## src/rtl/mem_access_arbiter_pkg.sv

```systemverilog
`default_nettype none
// ============================================================================
// Module      : mem_access_arbiter_pkg
// Description : Shared types and constants for the IF/D memory access
//               arbiter: FSM state encoding, transaction owner codes and
//               byte-enable patterns.
// Revision    : 1.0 - initial release
// ============================================================================
package mem_access_arbiter_pkg;

  typedef enum logic [1:0] {
    ST_IDLE   = 2'd0,
    ST_ACCESS = 2'd1,
    ST_RESP   = 2'd2
  } state_t;

  typedef enum logic {
    OWN_IF = 1'b0,
    OWN_D  = 1'b1
  } owner_t;

  // Byte enables are ordered {hi, lo}; the high lane holds odd byte addresses.
  localparam logic [1:0] c_BE_NONE = 2'b00;
  localparam logic [1:0] c_BE_LO   = 2'b01;
  localparam logic [1:0] c_BE_HI   = 2'b10;
  localparam logic [1:0] c_BE_HALF = 2'b11;

endpackage : mem_access_arbiter_pkg
`default_nettype wire

```

## src/rtl/mem_lane_align.sv

```systemverilog
`default_nettype none
// ============================================================================
// Module      : mem_lane_align
// Description : Combinational byte-lane handling for a 16-bit memory word.
//               Generates byte enables, replicates byte store data onto both
//               lanes and extracts/extends byte load data.
// Ports       : i_bh     - 1 = halfword access, 0 = byte access
//               i_addr0  - byte address bit 0 (lane select for byte access)
//               i_unsig  - byte load: 1 = zero-extend, 0 = sign-extend
//               i_wdata  - raw store data (byte store uses [7:0])
//               i_rdata  - raw memory read word
//               o_be     - byte enables {hi, lo}
//               o_wdata  - lane-replicated store data
//               o_rdata  - extended load data
// Revision    : 1.0 - initial release
// ============================================================================
module mem_lane_align
  import mem_access_arbiter_pkg::*;
(
  input  logic        i_bh,
  input  logic        i_addr0,
  input  logic        i_unsig,
  input  logic [15:0] i_wdata,
  input  logic [15:0] i_rdata,
  output logic [1:0]  o_be,
  output logic [15:0] o_wdata,
  output logic [15:0] o_rdata
);

  logic [7:0] w_byte;

  always_comb begin
    o_be    = c_BE_NONE;
    o_wdata = 16'h0000;
    o_rdata = 16'h0000;
    w_byte  = 8'h00;
    if (i_bh) begin
      o_be    = c_BE_HALF;
      o_wdata = i_wdata;
      o_rdata = i_rdata;
    end else begin
      o_be    = i_addr0 ? c_BE_HI : c_BE_LO;
      // Both lanes carry the byte so the enable alone picks the target lane.
      o_wdata = {2{i_wdata[7:0]}};
      w_byte  = i_addr0 ? i_rdata[15:8] : i_rdata[7:0];
      o_rdata = i_unsig ? {8'h00, w_byte} : {{8{w_byte[7]}}, w_byte};
    end
  end

endmodule : mem_lane_align
`default_nettype wire

```

## src/rtl/mem_access_arbiter.sv

```systemverilog
`default_nettype none
// ============================================================================
// Module      : mem_access_arbiter
// Description : Shares one single-port 16-bit memory between instruction
//               fetch (IF) and data load/store (D). One access in flight at a
//               time: IDLE -> ACCESS (held until mem_ready) -> RESP (one-cycle
//               valid). D has priority except when IF has been starved for
//               STARVE_MAX consecutive D grants.
// Ports       : clk, rst_n                     - clock, async active-low reset
//               if_req/if_addr/if_gnt          - fetch request handshake
//               if_valid/if_rdata              - fetch response
//               d_req/d_we/d_bh/d_unsig/d_addr/d_wdata/d_gnt - data request
//               d_valid/d_rdata/d_err          - data response
//               mem_en/mem_we/mem_be/mem_addr/mem_wdata      - memory command
//               mem_rdata/mem_ready            - memory response
// Revision    : 1.0 - initial release
// ============================================================================
module mem_access_arbiter
  import mem_access_arbiter_pkg::*;
#(
  parameter int ADDR_W     = 16,
  parameter int STARVE_MAX = 4
) (
  input  logic              clk,
  input  logic              rst_n,
  input  logic              if_req,
  input  logic [ADDR_W-1:0] if_addr,
  output logic              if_gnt,
  output logic              if_valid,
  output logic [15:0]       if_rdata,
  input  logic              d_req,
  input  logic              d_we,
  input  logic              d_bh,
  input  logic              d_unsig,
  input  logic [ADDR_W-1:0] d_addr,
  input  logic [15:0]       d_wdata,
  output logic              d_gnt,
  output logic              d_valid,
  output logic [15:0]       d_rdata,
  output logic              d_err,
  output logic              mem_en,
  output logic              mem_we,
  output logic [1:0]        mem_be,
  output logic [ADDR_W-2:0] mem_addr,
  output logic [15:0]       mem_wdata,
  input  logic [15:0]       mem_rdata,
  input  logic              mem_ready
);

  localparam logic [3:0]        c_STARVE_MAX = 4'(STARVE_MAX);
  localparam logic [ADDR_W-1:0] c_HALF_MASK  = ~{{(ADDR_W-1){1'b0}}, 1'b1};

  state_t              r_state;
  state_t              w_next_state;
  owner_t              r_owner;
  logic [ADDR_W-1:0]   r_addr;
  logic                r_we;
  logic                r_bh;
  logic                r_unsig;
  logic                r_err;
  logic [15:0]         r_wdata;
  logic [3:0]          r_starve;
  logic [15:0]         r_if_rdata;
  logic [15:0]         r_d_rdata;

  logic                w_arb_open;
  logic                w_if_win;
  logic                w_d_misalign;
  logic [1:0]          w_be;
  logic [15:0]         w_wdata;
  logic [15:0]         w_ld_data;

  // RESP is treated as idle so a waiting requester costs only one bubble.
  // Gating with rst_n keeps grants low while reset is held.
  assign w_arb_open   = rst_n && ((r_state == ST_IDLE) || (r_state == ST_RESP));
  assign w_if_win     = if_req && (!d_req || (r_starve == c_STARVE_MAX));
  assign w_d_misalign = d_bh && d_addr[0];

  mem_lane_align u_lane_align (
    .i_bh    (r_bh),
    .i_addr0 (r_addr[0]),
    .i_unsig (r_unsig),
    .i_wdata (r_wdata),
    .i_rdata (mem_rdata),
    .o_be    (w_be),
    .o_wdata (w_wdata),
    .o_rdata (w_ld_data)
  );

  // State register
  always_ff @(posedge clk or negedge rst_n) begin
    if (!rst_n) begin
      r_state <= ST_IDLE;
    end else begin
      r_state <= w_next_state;
    end
  end

  // Next state and outputs
  always_comb begin
    w_next_state = r_state;
    if_gnt       = 1'b0;
    d_gnt        = 1'b0;
    if_valid     = 1'b0;
    d_valid      = 1'b0;
    d_err        = 1'b0;
    mem_en       = 1'b0;
    mem_we       = 1'b0;
    mem_be       = c_BE_NONE;
    mem_addr     = '0;
    mem_wdata    = 16'h0000;

    if (w_arb_open) begin
      if_gnt = w_if_win;
      d_gnt  = d_req && !w_if_win;
    end

    case (r_state)
      ST_IDLE, ST_RESP: begin
        if (r_state == ST_RESP) begin
          if_valid = (r_owner == OWN_IF);
          d_valid  = (r_owner == OWN_D);
          d_err    = (r_owner == OWN_D) && r_err;
        end
        if (if_gnt) begin
          w_next_state = ST_ACCESS;
        end else if (d_gnt) begin
          // A misaligned halfword never touches memory.
          w_next_state = w_d_misalign ? ST_RESP : ST_ACCESS;
        end else begin
          w_next_state = ST_IDLE;
        end
      end
      ST_ACCESS: begin
        mem_en    = 1'b1;
        mem_we    = r_we;
        mem_be    = w_be;
        mem_addr  = r_addr[ADDR_W-1:1];
        mem_wdata = w_wdata;
        if (mem_ready) begin
          w_next_state = ST_RESP;
        end
      end
      default: begin
        w_next_state = ST_IDLE;
      end
    endcase
  end

  // Command register, captured at grant and held through ACCESS/RESP
  always_ff @(posedge clk or negedge rst_n) begin
    if (!rst_n) begin
      r_owner <= OWN_IF;
      r_addr  <= '0;
      r_we    <= 1'b0;
      r_bh    <= 1'b0;
      r_unsig <= 1'b0;
      r_err   <= 1'b0;
      r_wdata <= 16'h0000;
    end else if (if_gnt) begin
      r_owner <= OWN_IF;
      r_addr  <= if_addr & c_HALF_MASK;
      r_we    <= 1'b0;
      r_bh    <= 1'b1;
      r_unsig <= 1'b0;
      r_err   <= 1'b0;
      r_wdata <= 16'h0000;
    end else if (d_gnt) begin
      r_owner <= OWN_D;
      r_addr  <= d_addr;
      r_we    <= d_we && !w_d_misalign;
      r_bh    <= d_bh;
      r_unsig <= d_unsig;
      r_err   <= w_d_misalign;
      r_wdata <= d_wdata;
    end
  end

  // Response data registers
  always_ff @(posedge clk or negedge rst_n) begin
    if (!rst_n) begin
      r_if_rdata <= 16'h0000;
      r_d_rdata  <= 16'h0000;
    end else if ((r_state == ST_ACCESS) && mem_ready) begin
      if (r_owner == OWN_IF) begin
        r_if_rdata <= mem_rdata;
      end else begin
        r_d_rdata  <= w_ld_data;
      end
    end else if (d_gnt && w_d_misalign) begin
      r_d_rdata <= 16'h0000;
    end
  end

  assign if_rdata = r_if_rdata;
  assign d_rdata  = r_d_rdata;

  // Starvation counter: D grants taken while IF is kept waiting
  always_ff @(posedge clk or negedge rst_n) begin
    if (!rst_n) begin
      r_starve <= 4'd0;
    end else if (!if_req || if_gnt) begin
      r_starve <= 4'd0;
    end else if (d_gnt && (r_starve != c_STARVE_MAX)) begin
      r_starve <= r_starve + 4'd1;
    end
  end

endmodule : mem_access_arbiter
`default_nettype wire
```

## config.mk

```make
export PLATFORM = sky130hd
export DESIGN_NAME = mem_access_arbiter
export DESIGN_NICKNAME = d
export VERILOG_FILES = /design/src/rtl/mem_access_arbiter_pkg.sv /design/src/rtl/mem_lane_align.sv /design/src/rtl/mem_access_arbiter.sv
export SDC_FILE = /design/constraint.sdc
export NUM_CORES = 1
export LEC_CHECK = 0
export CAP_MARGIN = 20
export CORE_MARGIN = 8
export CORE_UTILIZATION = 63
export DETAILED_ROUTE_END_ITERATION = 8
export DONT_BUFFER_PORTS = 1
export PLACE_DENSITY = 0.9
export SYNTH_ARGS = -nofsm -noshare
export SYNTH_HDL_FRONTEND = slang
export SYNTH_SLANG_ARGS = --single-unit
```

## constraint.sdc

```tcl
create_clock -name clk -period 1.98 [get_ports clk]
set_clock_uncertainty 0.15 [all_clocks]
set_input_delay 0.396 -clock clk [delete_from_list [all_inputs] [get_ports clk]]
set_output_delay 0.396 -clock clk [all_outputs]
set_load 0.02 [all_outputs]
```

=== Yosys cells after proc, flatten, opt, wreduce, memory -nomap -nowiden ===
Index checks and enable logic that the tools add are counted.

* $add $sub $neg: 1
* Eq/ne operators: 6
* Mux-type cells: 43
* Bitwise operators: 1
* Reductions and logical operators: 23

{| class="wikitable"
|+ Operators by type and width
! operator !! number
|-
| $mux W16 || 11
|-
| $mux W1 || 20
|-
| $mux W15 || 1
|-
| $mux W2 || 7
|-
| $logic_and A1 B1 Y1 || 9
|-
| $mux W4 || 2
|-
| $mux W8 || 1
|-
| $reduce_bool A2 Y1 || 3
|-
| $add A4 B1 Y4 const B || 1
|-
| $eq A4 B3 Y1 const B || 1
|-
| $logic_not A1 Y1 || 4
|-
| $ne A2 B2 Y1 const B || 2
|-
| $ne A4 B3 Y1 const B || 1
|-
| $pmux W2 S2 || 1
|-
| $reduce_and A2 Y1 || 2
|-
| $logic_or A1 B1 Y1 || 3
|-
| $eq A2 B1 Y1 const B || 1
|-
| $eq A2 B2 Y1 const B || 1
|-
| $logic_not A2 Y1 || 1
|-
| $reduce_or A2 Y1 || 1
|-
| $not A1 Y1 || 1
|}

* Bits in registers: 75
* Input bits: 72
* Output and inout port bits: 72
* Logic and storage cells: 85

=== Depth between registers and ports, before layout ===
* Word-level depth: 9
* Depth in mapped cells: 7
* Gate-level depth less buffers: 6

=== Cells and area by module ===
A second synthesis with hierarchy kept.

* Cells, all modules: 377
* Area, all modules: 3812.4 sq um

{| class="wikitable"
|+ Modules (own cells, without submodules)
! module !! instances !! cells an instance !! area each (sq um)
|-
| mem_access_arbiter || 1 || 328 || 3402.0
|-
| mem_lane_align || 1 || 49 || 410.4
|}

=== Least setup slack after synthesis ===
No wires, ideal clock.

* Path kind: register to output
* From: register r_owner
* To: output d_err
* Arrival: 1.371 ns
* Data required time: 1.434 ns
* Slack: 0.063 ns
* Stages on the path, launching flop included: 4
* Path through: dfrtp_1 -> inv_1 -> nor3b_1 -> and2_1

* Word-level cells in the longest chain between the ends: 3

{| class="wikitable"
|+ RTL lines
! what !! line !! RTL
|-
| start, declared || mem_access_arbiter.sv:55 || <nowiki>owner_t r_owner;</nowiki>
|-
| start signal, assigned || mem_access_arbiter.sv:153 || <nowiki>r_owner <= OWN_IF;</nowiki>
|-
| start signal, assigned || mem_access_arbiter.sv:161 || <nowiki>r_owner <= OWN_IF;</nowiki>
|-
| start signal, assigned || mem_access_arbiter.sv:169 || <nowiki>r_owner <= OWN_D;</nowiki>
|-
| $logic_and A1 B1 Y1 || mem_access_arbiter.sv:123 || <nowiki>d_err = (r_owner == OWN_D) && r_err;</nowiki>
|-
| $mux W1 || mem_access_arbiter.sv:120 || <nowiki>if (r_state == ST_RESP) begin</nowiki>
|-
| $mux W1 || mem_access_arbiter.sv:118 || <nowiki>case (r_state)</nowiki>
|-
| end, declared || mem_access_arbiter.sv:40 || <nowiki>output logic d_err,</nowiki>
|}

No other way between the ends.

=== Worst setup path after layout ===
* From: register r_starve[0]
* To: output if_gnt

* Word-level cells in the longest chain between the ends: 4

{| class="wikitable"
|+ RTL lines
! what !! line !! RTL
|-
| start, declared || mem_access_arbiter.sv:62 || <nowiki>logic [3:0] r_starve;</nowiki>
|-
| start signal, assigned || mem_access_arbiter.sv:205 || <nowiki>r_starve <= r_starve + 4'd1;</nowiki>
|-
| $eq A4 B3 Y1 || mem_access_arbiter.sv:76 || <nowiki>assign w_if_win = if_req && (!d_req || (r_starve == c_STARVE_MAX));</nowiki>
|-
| $logic_or A1 B1 Y1 || mem_access_arbiter.sv:76 ||
|-
| $logic_and A1 B1 Y1 || mem_access_arbiter.sv:76 ||
|-
| $mux W1 || mem_access_arbiter.sv:113 || <nowiki>if (w_arb_open) begin</nowiki>
|-
| end, declared || mem_access_arbiter.sv:28 || <nowiki>output logic if_gnt,</nowiki>
|}

No other way between the ends.

==> reports/summary.log <==
qor: power_and_ir_drop.design_power_total 0.00529 W
qor: clock_tree.cts.reportedPaths.clkPinSlew 80 ps
qor: global_routing.global_routing_usage_summed_across_all_routing_layers 0.220
qor: cells_and_area.layout_common_cells 73 x sky130_fd_sc_hd__dfrtp_1, 32 x sky130_fd_sc_hd__mux2i_1, 23 x sky130_fd_sc_hd__nand2_1, 22 x sky130_fd_sc_hd__buf_4, 19 x sky130_fd_sc_hd__and2_4
qor: die.design.core.area 5470 um2
qor: clock_tree.clkLatencyLatePin 340 ps
qor: global_routing.vias_in_the_first_global_route 2734
qor: critical_path.crit_path_cell_trace inv_2, ha_4, nand3b_4, a211oi_4, buf_12
qor: timing.layout_worst_path_cycle_share 1.05
qor: synthesis.synth_area 3550 um2
qor: clock_tree.cts_tree built
qor: die.initial_utilization 0.650
qor: timing.max-slew-margin-rel 0.663
qor: critical_path.critical-path-slowest-cell sky130_fd_sc_hd__dfrtp_1
qor: clock_tree.cts_made_buffers 9
qor: cells_and_area.antenna_cells_inserted 0
qor: die.die_w 91.1 um
qor: routing.drt_drc_violations_left 0
qor: global_routing.gr-total-overflow 0
qor: synthesis.post_synth_inst_count 300
qor: routing.avgViaCountPerCell 6.31
qor: critical_path.top_fanout_value_on_the_critical_path 7
qor: run_status.violations negative hold slack, negative setup slack
qor: cells_and_area.final.fill_count 361
qor: worst_hold_path.holdCritPathClass in -> async
qor: critical_path.cp-end-kind primary output
qor: critical_path.critPathArrivalTime 1530 ps
qor: timing.setup-tns-final -154 ps
qor: timing.setup_viol 2
qor: place.detailedPlacementHpwl 6490 um
qor: global_routing.grt_pass1_wl 14500 um
qor: timing.worst-slew-pin-transition 505 ps
qor: clock_tree.cts-root-buf sky130_fd_sc_hd__clkbuf_8
qor: synthesis.synth-seq-area-share 0.528
qor: synthesis.yosysWarningCount 0
qor: die.die_height 91.1 um
qor: timing.final_period_minus_worst_setup_slack 2080 ps
qor: power_and_ir_drop.static-leakage-power 1.99 nW
qor: cells_and_area.multi_input_comb_area 1640 um2
qor: synthesis.synth.distinct_cells 36
qor: clock_tree.cts.sinks 75
qor: synthesis.synth_area_per_inst 11.8 um2
qor: routing.vias 2536
qor: global_routing.grt_antenna_before_repair 0
qor: critical_path.startpoint_type flop
qor: timing.setup_slack -99.0 ps
qor: cells_and_area.drive_above_1_share 0.339
qor: critical_path.cpPeakStageDelay 400 ps
qor: run_status.run_status finished, violations left
qor: power_and_ir_drop.powerDensity 1260 nW/um2
qor: place.routability_congestion 0.844
qor: synthesis.synth_fp_nets 374
qor: timing.finalHoldViolations 75
qor: run.maxCapViolations 0
qor: cells_and_area.post-route-util 0.765
qor: cells_and_area.synthToLayoutAreaGrowth 17.8%
qor: power_and_ir_drop.maximum_vdd_ir_drop 0.869 mV
qor: routing.finalWirelength 9500 um
qor: timing.fmaxAchievable 481 MHz
qor: routing.drt-wirelength-per-cell 23.6 um
qor: timing.rsz0062_at_grt true
qor: clock_tree.cts_max_level 3
qor: routing.remaining_number_of_nets_flagged_by_the_antenna_check_after_routing 0
qor: critical_path.worst_ep_required_time 1430 ps
qor: die.dieArea 8300 um2
qor: timing.fin_worst_hold_slack -411 ps
qor: cells_and_area.ff_latch_area 1880 um2
qor: cells_and_area.layout.nets 400
qor: die.rows 27
qor: routing.drt_first_pass_iters 4
qor: routing.drtIter0Drc 180
qor: critical_path.path_class reg -> out
qor: place.io_buffers 0
qor: cells_and_area.final_common_cell sky130_fd_sc_hd__dfrtp_1
qor: timing.timing_max_transition_violations_final 0
qor: global_routing.grt_max_degree 79
qor: synthesis.synth.ff_latch_count 75
qor: clock_tree.clk_path_buf_depth 2
qor: die.num_io_pins 144
==> worst paths after layout <==
path                             startpoint    endpoint  slack, ps  depth (start not counted)
worst max-delay path            r_starve[0]      if_gnt       -100                          5
worst min-delay path                  rst_n  r_addr[13]       -410                          0
worst max register to register  r_starve[0]   r_addr[2]         80                         10
worst min register to register        r_err       r_err        340                          2
max in group asynchronous             rst_n     r_owner       1940                          0
min in group clk                  mem_ready  r_state[0]         10                          1
==> per-stage QoR <==
| stage | hold WS, ps | setup WS, ps | instances | instance area, um2 |
|---|---|---|---|---|
| after floorplan | -49.6 | 63.3 | 300 | 3550 |
| after global placement | -47.8 | 99.1 | 372 | 3680 |
| after detailed placement | -47.8 | 31.5 | 372 | 3680 |
| after CTS | -428 | -79.1 | 399 | 4120 |
| after global routing | -434 | -152 | 402 | 4190 |
| final | -411 | -99.0 | 402 | 4190 |
==> cell usage after synthesis <==
master	count	area, um2
sky130_fd_sc_hd__dfrtp_1	75	1880
sky130_fd_sc_hd__mux2i_1	32	320
sky130_fd_sc_hd__and2_1	25	156
sky130_fd_sc_hd__nand2_1	23	86.3
sky130_fd_sc_hd__nor2_1	19	71.3
sky130_fd_sc_hd__a22o_1	18	158
sky130_fd_sc_hd__mux2_2	16	180
sky130_fd_sc_hd__o2bb2ai_1	16	140
sky130_fd_sc_hd__o21ai_0	14	70.1
sky130_fd_sc_hd__a21oi_1	6	30.0
sky130_fd_sc_hd__buf_6	6	67.6
sky130_fd_sc_hd__clkbuf_1	6	22.5
sky130_fd_sc_hd__inv_1	6	22.5
sky130_fd_sc_hd__o21ai_2	5	43.8
sky130_fd_sc_hd__buf_4	3	22.5
sky130_fd_sc_hd__nand3_1	3	15.0
sky130_fd_sc_hd__nor3b_1	3	22.5
sky130_fd_sc_hd__a31oi_4	2	42.5
sky130_fd_sc_hd__ha_1	2	25.0
sky130_fd_sc_hd__nand2b_1	2	12.5
sky130_fd_sc_hd__nand3b_4	2	40.0
sky130_fd_sc_hd__nand4_1	2	12.5
sky130_fd_sc_hd__a211oi_2	1	12.5
sky130_fd_sc_hd__a211oi_4	1	20.0
sky130_fd_sc_hd__a22oi_1	1	7.51
sky130_fd_sc_hd__a32oi_1	1	8.76
sky130_fd_sc_hd__and2b_1	1	7.51
sky130_fd_sc_hd__and3_1	1	6.26
sky130_fd_sc_hd__buf_2	1	5.00
sky130_fd_sc_hd__inv_2	1	3.75
sky130_fd_sc_hd__nand2_2	1	6.26
sky130_fd_sc_hd__nor2_4	1	11.3
sky130_fd_sc_hd__nor2b_1	1	6.26
sky130_fd_sc_hd__o21ai_1	1	5.00
sky130_fd_sc_hd__or3b_1	1	8.76
sky130_fd_sc_hd__or4_1	1	7.51
==> logic make-up after synthesis <==
family / share of synthesized area
buf+inv: 0.0405
mux: 0.141
flops: 0.528
simple gates: 0.132
fa+ha+maj: 0.00704
compound gates: 0.151
==> worst max-delay path, delay by kind of cell (launching register included) <==
family          cells  cell delay, ps
compound gates      1             280
fa+ha+maj           1             150
buf+inv             2             260
flops               1             400
simple gates        1              90
==> repair_timing <==
action | CTS | global route
setup buffers | 10 | 3
endpoints found under the hold margin | 75 | 75
gates resized for setup | 37 | 25
pin swaps | 3 | 0
cloned | 2 | 0
endpoints found under the setup margin | 30 | 42
==> layer usage <==
metal  routed length (um)  global-route usage
met5                    0                   0
met4                  178              0.0955
met3                  786              0.0807
met2                 4940               0.377
met1                 3590               0.239
==> registers in the layout (all words and copies together) (netlist names) <==
register,cells
r_wdata,16
r_addr,16
r_bh,1
r_err,1
r_starve,4
r_owner,1
r_we,1
r_unsig,1
r_state,2
d_rdata,16
if_rdata,16
==> report_power, final <==
group	internal [W]	total [W]	switching, W
registers	0.00202	0.00279	0.000769
clock network	0.000704	0.00127	0.000562
logic	0.000628	0.00124	0.000615
total	0.00335	0.00529	0.00195
==> area by class of cell <==
type | instances | area share
clock buffer | 9 | 0.0296
clock inverter | 6 | 0.0212
inverter | 7 | 0.00687
multi-input combinational | 202 | 0.391
sequential | 75 | 0.449
tap | 72 | 0.0215
timing repair buffer | 31 | 0.0810
Note: power is estimated with default switching activity, not from simulation.
